[src/rtl/quick_spi_arbiter.sv]
// quick_spi_arbiter: round-robin sequencer that shares one quick_spi master
// engine among NUM_REQUESTERS clients. One request is accepted per handshake,
// its payload is held on the engine ports for the whole transaction, and the
// read data is returned to the owning client. A watchdog parks the block in a
// sticky fault state if the engine never signals end of transaction.
module quick_spi_arbiter #(
  parameter int NUM_REQUESTERS      = 4,
  parameter int INCOMING_DATA_WIDTH = 8,
  parameter int OUTGOING_DATA_WIDTH = 16,
  parameter int NUMBER_OF_SLAVES    = 2,
  parameter int TIMEOUT_CYCLES      = 1024
) (
  input  logic                                          clk,
  input  logic                                          reset,
  input  logic [NUM_REQUESTERS-1:0]                     req_valid,
  output logic [NUM_REQUESTERS-1:0]                     req_ready,
  input  logic [NUM_REQUESTERS-1:0]                     req_operation,
  input  logic [NUM_REQUESTERS*NUMBER_OF_SLAVES-1:0]    req_slave,
  input  logic [NUM_REQUESTERS*OUTGOING_DATA_WIDTH-1:0] req_data,
  output logic [NUM_REQUESTERS-1:0]                     rsp_valid,
  output logic [INCOMING_DATA_WIDTH-1:0]                rsp_data,
  output logic                                          fault,
  output logic                                          spi_enable,
  output logic                                          spi_start_transaction,
  output logic [NUMBER_OF_SLAVES-1:0]                   spi_slave,
  output logic                                          spi_operation,
  output logic [OUTGOING_DATA_WIDTH-1:0]                spi_outgoing_data,
  input  logic                                          spi_end_of_transaction,
  input  logic [INCOMING_DATA_WIDTH-1:0]                spi_incoming_data
);

  localparam int PTR_W = (NUM_REQUESTERS > 1) ? $clog2(NUM_REQUESTERS) : 1;
  // One spare bit so ptr + offset never wraps before the modulo correction.
  localparam int CAND_W = PTR_W + 1;
  // Wide enough to hold TIMEOUT_CYCLES-1 for any TIMEOUT_CYCLES >= 1.
  localparam int WD_W = (TIMEOUT_CYCLES > 1) ? $clog2(TIMEOUT_CYCLES + 1) : 1;

  typedef enum logic [1:0] {
    IDLE   = 2'd0,
    LAUNCH = 2'd1,
    BUSY   = 2'd2,
    FAULT  = 2'd3
  } state_t;

  state_t                         state_q, state_d;
  logic [PTR_W-1:0]               ptr_q, ptr_d;
  logic [PTR_W-1:0]               owner_q, owner_d;
  logic [WD_W-1:0]                wd_q, wd_d;
  logic [NUMBER_OF_SLAVES-1:0]    spi_slave_q, spi_slave_d;
  logic                           spi_op_q, spi_op_d;
  logic [OUTGOING_DATA_WIDTH-1:0] spi_data_q, spi_data_d;
  logic [INCOMING_DATA_WIDTH-1:0] rsp_data_q, rsp_data_d;
  logic [NUM_REQUESTERS-1:0]      rsp_valid_q, rsp_valid_d;
  logic                           fault_q, fault_d;
  logic                           spi_enable_q, spi_enable_d;

  logic                           winner_found;
  logic [PTR_W-1:0]               winner_idx;
  logic [PTR_W-1:0]               ptr_next;
  logic [CAND_W-1:0]              cand_idx;
  logic                           grant_en;
  logic                           handshake;

  logic [NUMBER_OF_SLAVES-1:0]    slave_arr [NUM_REQUESTERS];
  logic [OUTGOING_DATA_WIDTH-1:0] data_arr  [NUM_REQUESTERS];

  // Requests are only granted while idle and healthy.
  assign grant_en  = (state_q == IDLE) && !fault_q;
  assign handshake = grant_en && winner_found;

  // Unpack per-client payload fields and drive the one-hot ready.
  for (genvar gi = 0; gi < NUM_REQUESTERS; gi++) begin : g_client
    assign slave_arr[gi] = req_slave[gi*NUMBER_OF_SLAVES +: NUMBER_OF_SLAVES];
    assign data_arr[gi]  = req_data[gi*OUTGOING_DATA_WIDTH +: OUTGOING_DATA_WIDTH];
    assign req_ready[gi] = handshake && (winner_idx == PTR_W'(gi));
  end

  // Round-robin search: first valid client starting at ptr, wrapping mod N.
  always_comb begin
    winner_found = 1'b0;
    winner_idx   = ptr_q;
    cand_idx     = '0;
    for (int k = 0; k < NUM_REQUESTERS; k++) begin
      cand_idx = {1'b0, ptr_q} + CAND_W'(k);
      if (cand_idx >= CAND_W'(NUM_REQUESTERS)) begin
        cand_idx = cand_idx - CAND_W'(NUM_REQUESTERS);
      end
      if (!winner_found && req_valid[cand_idx[PTR_W-1:0]]) begin
        winner_found = 1'b1;
        winner_idx   = cand_idx[PTR_W-1:0];
      end
    end
    if (winner_idx == PTR_W'(NUM_REQUESTERS - 1)) begin
      ptr_next = '0;
    end else begin
      ptr_next = winner_idx + PTR_W'(1);
    end
  end

  // Next-state and datapath: accept, launch, wait for EOT or watchdog expiry.
  always_comb begin
    state_d     = state_q;
    ptr_d       = ptr_q;
    owner_d     = owner_q;
    wd_d        = wd_q;
    spi_slave_d = spi_slave_q;
    spi_op_d    = spi_op_q;
    spi_data_d  = spi_data_q;
    rsp_data_d  = rsp_data_q;
    rsp_valid_d = '0;
    fault_d     = fault_q;
    case (state_q)
      IDLE: begin
        if (handshake) begin
          spi_slave_d = slave_arr[winner_idx];
          spi_op_d    = req_operation[winner_idx];
          spi_data_d  = data_arr[winner_idx];
          owner_d     = winner_idx;
          ptr_d       = ptr_next;
          state_d     = LAUNCH;
        end
      end
      LAUNCH: begin
        wd_d    = '0;
        state_d = BUSY;
      end
      BUSY: begin
        // A completion on the very last allowed cycle still counts as success.
        if (spi_end_of_transaction) begin
          rsp_data_d           = spi_incoming_data;
          rsp_valid_d[owner_q] = 1'b1;
          state_d              = IDLE;
        end else if (wd_q == WD_W'(TIMEOUT_CYCLES - 1)) begin
          fault_d = 1'b1;
          state_d = FAULT;
        end else begin
          wd_d = wd_q + WD_W'(1);
        end
      end
      FAULT: begin
        state_d = FAULT;
      end
      default: begin
        state_d = IDLE;
      end
    endcase
    spi_enable_d = (state_d != FAULT);
  end

  // State and output registers with synchronous reset.
  always_ff @(posedge clk) begin
    if (reset) begin
      state_q      <= IDLE;
      ptr_q        <= '0;
      owner_q      <= '0;
      wd_q         <= '0;
      spi_slave_q  <= '0;
      spi_op_q     <= 1'b0;
      spi_data_q   <= '0;
      rsp_data_q   <= '0;
      rsp_valid_q  <= '0;
      fault_q      <= 1'b0;
      spi_enable_q <= 1'b0;
    end else begin
      state_q      <= state_d;
      ptr_q        <= ptr_d;
      owner_q      <= owner_d;
      wd_q         <= wd_d;
      spi_slave_q  <= spi_slave_d;
      spi_op_q     <= spi_op_d;
      spi_data_q   <= spi_data_d;
      rsp_data_q   <= rsp_data_d;
      rsp_valid_q  <= rsp_valid_d;
      fault_q      <= fault_d;
      spi_enable_q <= spi_enable_d;
    end
  end

  assign spi_start_transaction = (state_q == LAUNCH);
  assign spi_slave             = spi_slave_q;
  assign spi_operation         = spi_op_q;
  assign spi_outgoing_data     = spi_data_q;
  assign rsp_valid             = rsp_valid_q;
  assign rsp_data              = rsp_data_q;
  assign fault                 = fault_q;
  assign spi_enable            = spi_enable_q;

endmodule

[config.mk]
export PLATFORM = sky130hd
export DESIGN_NAME = quick_spi_arbiter
export DESIGN_NICKNAME = d
export VERILOG_FILES = /design/src/rtl/quick_spi_arbiter.sv
export SDC_FILE = /design/constraint.sdc
export NUM_CORES = 1
export LEC_CHECK = 0
export CAP_MARGIN = 25
export CELL_PAD_IN_SITES_DETAIL_PLACEMENT = 2
export CELL_PAD_IN_SITES_GLOBAL_PLACEMENT = 2
export CORE_MARGIN = 2
export CORE_UTILIZATION = 21
export DETAILED_ROUTE_END_ITERATION = 10
export GPL_TIMING_DRIVEN = 0
export PLACE_DENSITY = 0.88
export SYNTH_ARGS = -nofsm -noshare
export SYNTH_HDL_FRONTEND = slang
export SYNTH_SLANG_ARGS = --single-unit
[constraint.sdc]
create_clock -name clk -period 1.6 [get_ports clk]
set_input_delay 0.24 -clock clk [delete_from_list [all_inputs] [get_ports clk]]
set_output_delay 0.24 -clock clk [all_outputs]
set_load 0.01 [all_outputs]
==> results by group <==
Status
  • Result of the run: finished, violations left
  • Failing checks: negative setup slack

Logic synthesis
  • Synth area leaders: dfxtp_1 (37%), mux2i_1 (14%), nand2_1 (6.9%)
  • Syn Inst Count: 292
  • Syn Area/Cell: between 9 and 10 um2
  • Synthesized net count: 393
  • Post-synth EDFFs: 0
  • Yosys top cell by area: dfxtp_1
  • Asr flop ratio synth: 0%
  • Main flop type after synthesis: dfxtp_1
  • Ys Warns: 0
  • Synthesized flop and latch total: 50
  • Synthesized area: 2710 um2
  • Post-synth top area share: 36.9%
  • Seq/Total Area, Yosys: a little under two fifths
  • Synth unique cells: 48

Floorplan
  • Num rows: 41
  • Chip height: 118 um
  • Chip width: 118 um
  • Core area: 12600 um2
  • Starting density of the core: 21.5%
  • Die ar.: roughly 14000 um2
  • Top Ports: 129

Routing
  • WL/cell: roughly 20 um
  • Vias: 2935
  • DR DRC count: 0
  • Detailed Route WL: 12.3 mm
  • ANT nets after route: 0
  • Iter 0 DRT Violations: a little over 80
  • Via density: 4.67
  • DR pass1 iterations: 6

Worst setup path
  • Critical path's slowest cell: dfxtp_4
  • Critical-path cell list: buf_4 -> nand2_2 -> a21oi_2 -> o221ai_2 -> buf_4 -> ha_1 -> and2_4 -> buf_2
  • Worst R2R Setup Slack: -0.28 ns
  • Setup crit start: ptr_q[1]$_SDFFE_PP0P_
  • Worst path bufs/invs: 3
  • Cell count along the critical path: 8
  • Crit-path max cell delay: 0.36 ns
  • Critical Path Fanout Max: 4
  • Top cell by count, worst path: buf_4
  • CP Capture Point: req_ready[2]
  • Worst r2r dst: spi_outgoing_data[10]$_SDFFE_PP0P_
  • CP Launch Type: register
  • Largest delay share family, worst path: buffers and inverters
  • Req. time, crit path: 1.36 ns
  • Worst reg-to-reg path cell count: 9
  • Worst Path Arrival: 1.75 ns
  • Critical path class: register to output pin
  • Critical R2R Launch: ptr_q[1]$_SDFFE_PP0P_
  • Nature of the critical path endpoint: output pin

Timing
  • Final Slew Violations: 0
  • Max Fclk: 503 MHz
  • Final min period: 1.99 ns
  • Period Utilization, post-route: 124%
  • Unrepaired setup endpoints after global routing: yes
  • Slew HR: roughly 54%
  • Final setup viols: 31
  • Worst-Margin Slew: 0.685 ns
  • Setup TNS: -6.90 ns
  • PnR worst setup slack: -0.390 ns
  • Final setup skew: about 0.0078 ns
  • Final Hold Violating Endpoints: 0

Power
  • Leakage: 1.86 nW
  • Pwr Density: ~1500 nW/um2
  • VDD IR-drop max: 637 uV

Global route
  • Final global-route overflow total: 0
  • First-pass GRT wire length: 17.9 mm
  • Largest net degree at the start of global routing: 19
  • Number of global-route vias before repair: 3224
  • GRT Total Usage: 16.0%
  • Initial antenna violation count: 0

Final layout
  • Sequential cell area: 1020 um2
  • Nets: 557
  • Share of layout cells above drive strength 1: between 20 and 30%
  • Final Non-Filler Cells: 629
  • FILL cells: roughly 1400
  • Most common cell after layout, fill and taps aside: clkdlybuf4s50_1
  • Multi-input gate area: 1860 um2
  • Synthesis-to-finish area growth: 84.6%
  • Commonest non-fill, non-tap cells in the layout: clkdlybuf4s50_1 (117), nand2_1 (48), dfxtp_1 (43), mux2i_1 (38), buf_4 (28)
  • Number of diodes: 0

Clocking
  • Clock-pin slew on the worst setup and hold paths: 0.07 ns
  • Clock root cell: clkbuf_16
  • CTS Sinks: 50
  • Max clock buf depth: 2
  • Total CTS buffers: 5
  • Hold Buf Count CTS: 0
  • TritonCTS clock tree: yes
  • CTS H-tree lvls: 2
  • Skew-Pair Late Insertion Delay: 0.29 ns

Job
  • Max cap viols: 0

Place
  • Cells after DPL: 591
  • PortBufs: 127
  • Routability cong.: around 0.76
  • DP Wirelength: approximately 8.4 mm
  • Post-Place Worst Slack: -1.11 ns

Hold path
  • Hold path depth: 3
  • Hold WC Path Type: input port to register
registers in the layout, summed over array words and instances (netlist names), 2 cells and up:
register and flops:
owner_q 2, ptr_q 2, rsp_data 8, rsp_valid 4, spi_outgoing_data 16, spi_slave 2
state_q 2, wd_q 11
routing by layer:
layer  wire [um]  global-route usage [%]  vias up
li1            -                       -     1382
met4         153                    2.03        0
met5           0                       0        -
met3         522                    3.29       12
met2        6800                    31.3       95
met1        4810                    18.3     1446
how the worst min path moves through the flow:
stage | slack (ns) | from | end
after floorplan | 0.38 | spi_incoming_data[0] | rsp_data[0]$_SDFFE_PP0P_
after global placement | 0.42 | wd_q[10]$_SDFFE_PP0P_ | wd_q[10]$_SDFFE_PP0P_
after detailed placement | 0.44 | wd_q[10]$_SDFFE_PP0P_ | wd_q[10]$_SDFFE_PP0P_
after CTS | 0.47 | wd_q[10]$_SDFFE_PP0P_ | wd_q[10]$_SDFFE_PP0P_
after global routing | 0.50 | rsp_data[2]$_SDFFE_PP0P_ | rsp_data[2]$_SDFFE_PP0P_
final | 0.46 | spi_end_of_transaction | rsp_valid[1]$_SDFF_PP0_
report_power, final:
| group | internal, mW | switching, mW |
|---|---|---|
| combinational | 2.33 | 2.04 |
| sequential | 1.59 | 0.237 |
| clock | 0.597 | 0.500 |
| total | 4.51 | 2.78 |
worst reg2reg max path: stages (launching register included):
cell	delay [ns]
dfxtp_4	0.36
buf_4	0.14
nand2_2	0.06
a21oi_2	0.05
o221ai_2	0.23
inv_2	0.11
buf_6	0.13
or3_4	0.41
buf_12	0.18
o221ai_2	0.13
repair_timing:
item                       CTS  global route
buffers inserted            18            17
setup endpoints to repair   50            41
pin swaps                   10            27
gates resized for setup     68            42
gates cloned                 1             0
cell families after synthesis:
kind of cell / count (synthesis) / share of synthesized area [%]
adders and majority gates: 10 / 4.61
buffers and inverters: 26 / 4.93
AOI/OAI and AO/OA: 58 / 18.0
DFF: 50 / 36.9
and+or+nand+nor: 101 / 18.5
muxes: 39 / 14.4
xor gates and xnor gates: 8 / 2.58
final cells by class:
| type | instances | share of cell area, % |
|---|---|---|
| Timing Repair Buffer | 163 | 32.1 |
| Sequential cell | 50 | 20.3 |
| Inverter | 7 | 0.749 |
| Clock buffer | 5 | 2.50 |
| Buffer | 13 | 2.47 |
| Clock inverter | 3 | 0.575 |
| Tap cell | 172 | 4.30 |
| Multi-Input combinational cell | 216 | 37.0 |
synth_stat cells, types with 3 or more instances:
| library cell | count |
|---|---|
| clkbuf_1 | 8 |
| ha_1 | 10 |
| mux2i_1 | 39 |
| and3_1 | 3 |
| nand2_1 | 50 |
| buf_6 | 3 |
| inv_1 | 6 |
| xor2_1 | 5 |
| buf_2 | 5 |
| nand3_1 | 3 |
| dfxtp_1 | 50 |
| o221ai_2 | 12 |
| nor2_1 | 17 |
| and2_1 | 5 |
| xnor2_1 | 3 |
| o211ai_1 | 3 |
| o221ai_1 | 8 |
| nor2b_1 | 4 |
| and4_1 | 3 |
| a21oi_1 | 18 |
stage by stage:
step / cell area [um2] / util (%) / hold slack, ns / power (mW)
6_report: 5010 / 39.7 / 0.464 / 7.30
5_1_grt: 5010 / 39.7 / 0.496 / 7.73
4_1_cts: 4710 / 37.3 / 0.466 / 6.80
3_5_place_dp: 4250 / 33.7 / 0.444 / 5.05
3_3_place_gp: 4250 / 33.7 / 0.421 / 4.89
2_1_floorplan: 2770 / - / 0.376 / 3.62
Power figures use the tool's default switching activity.
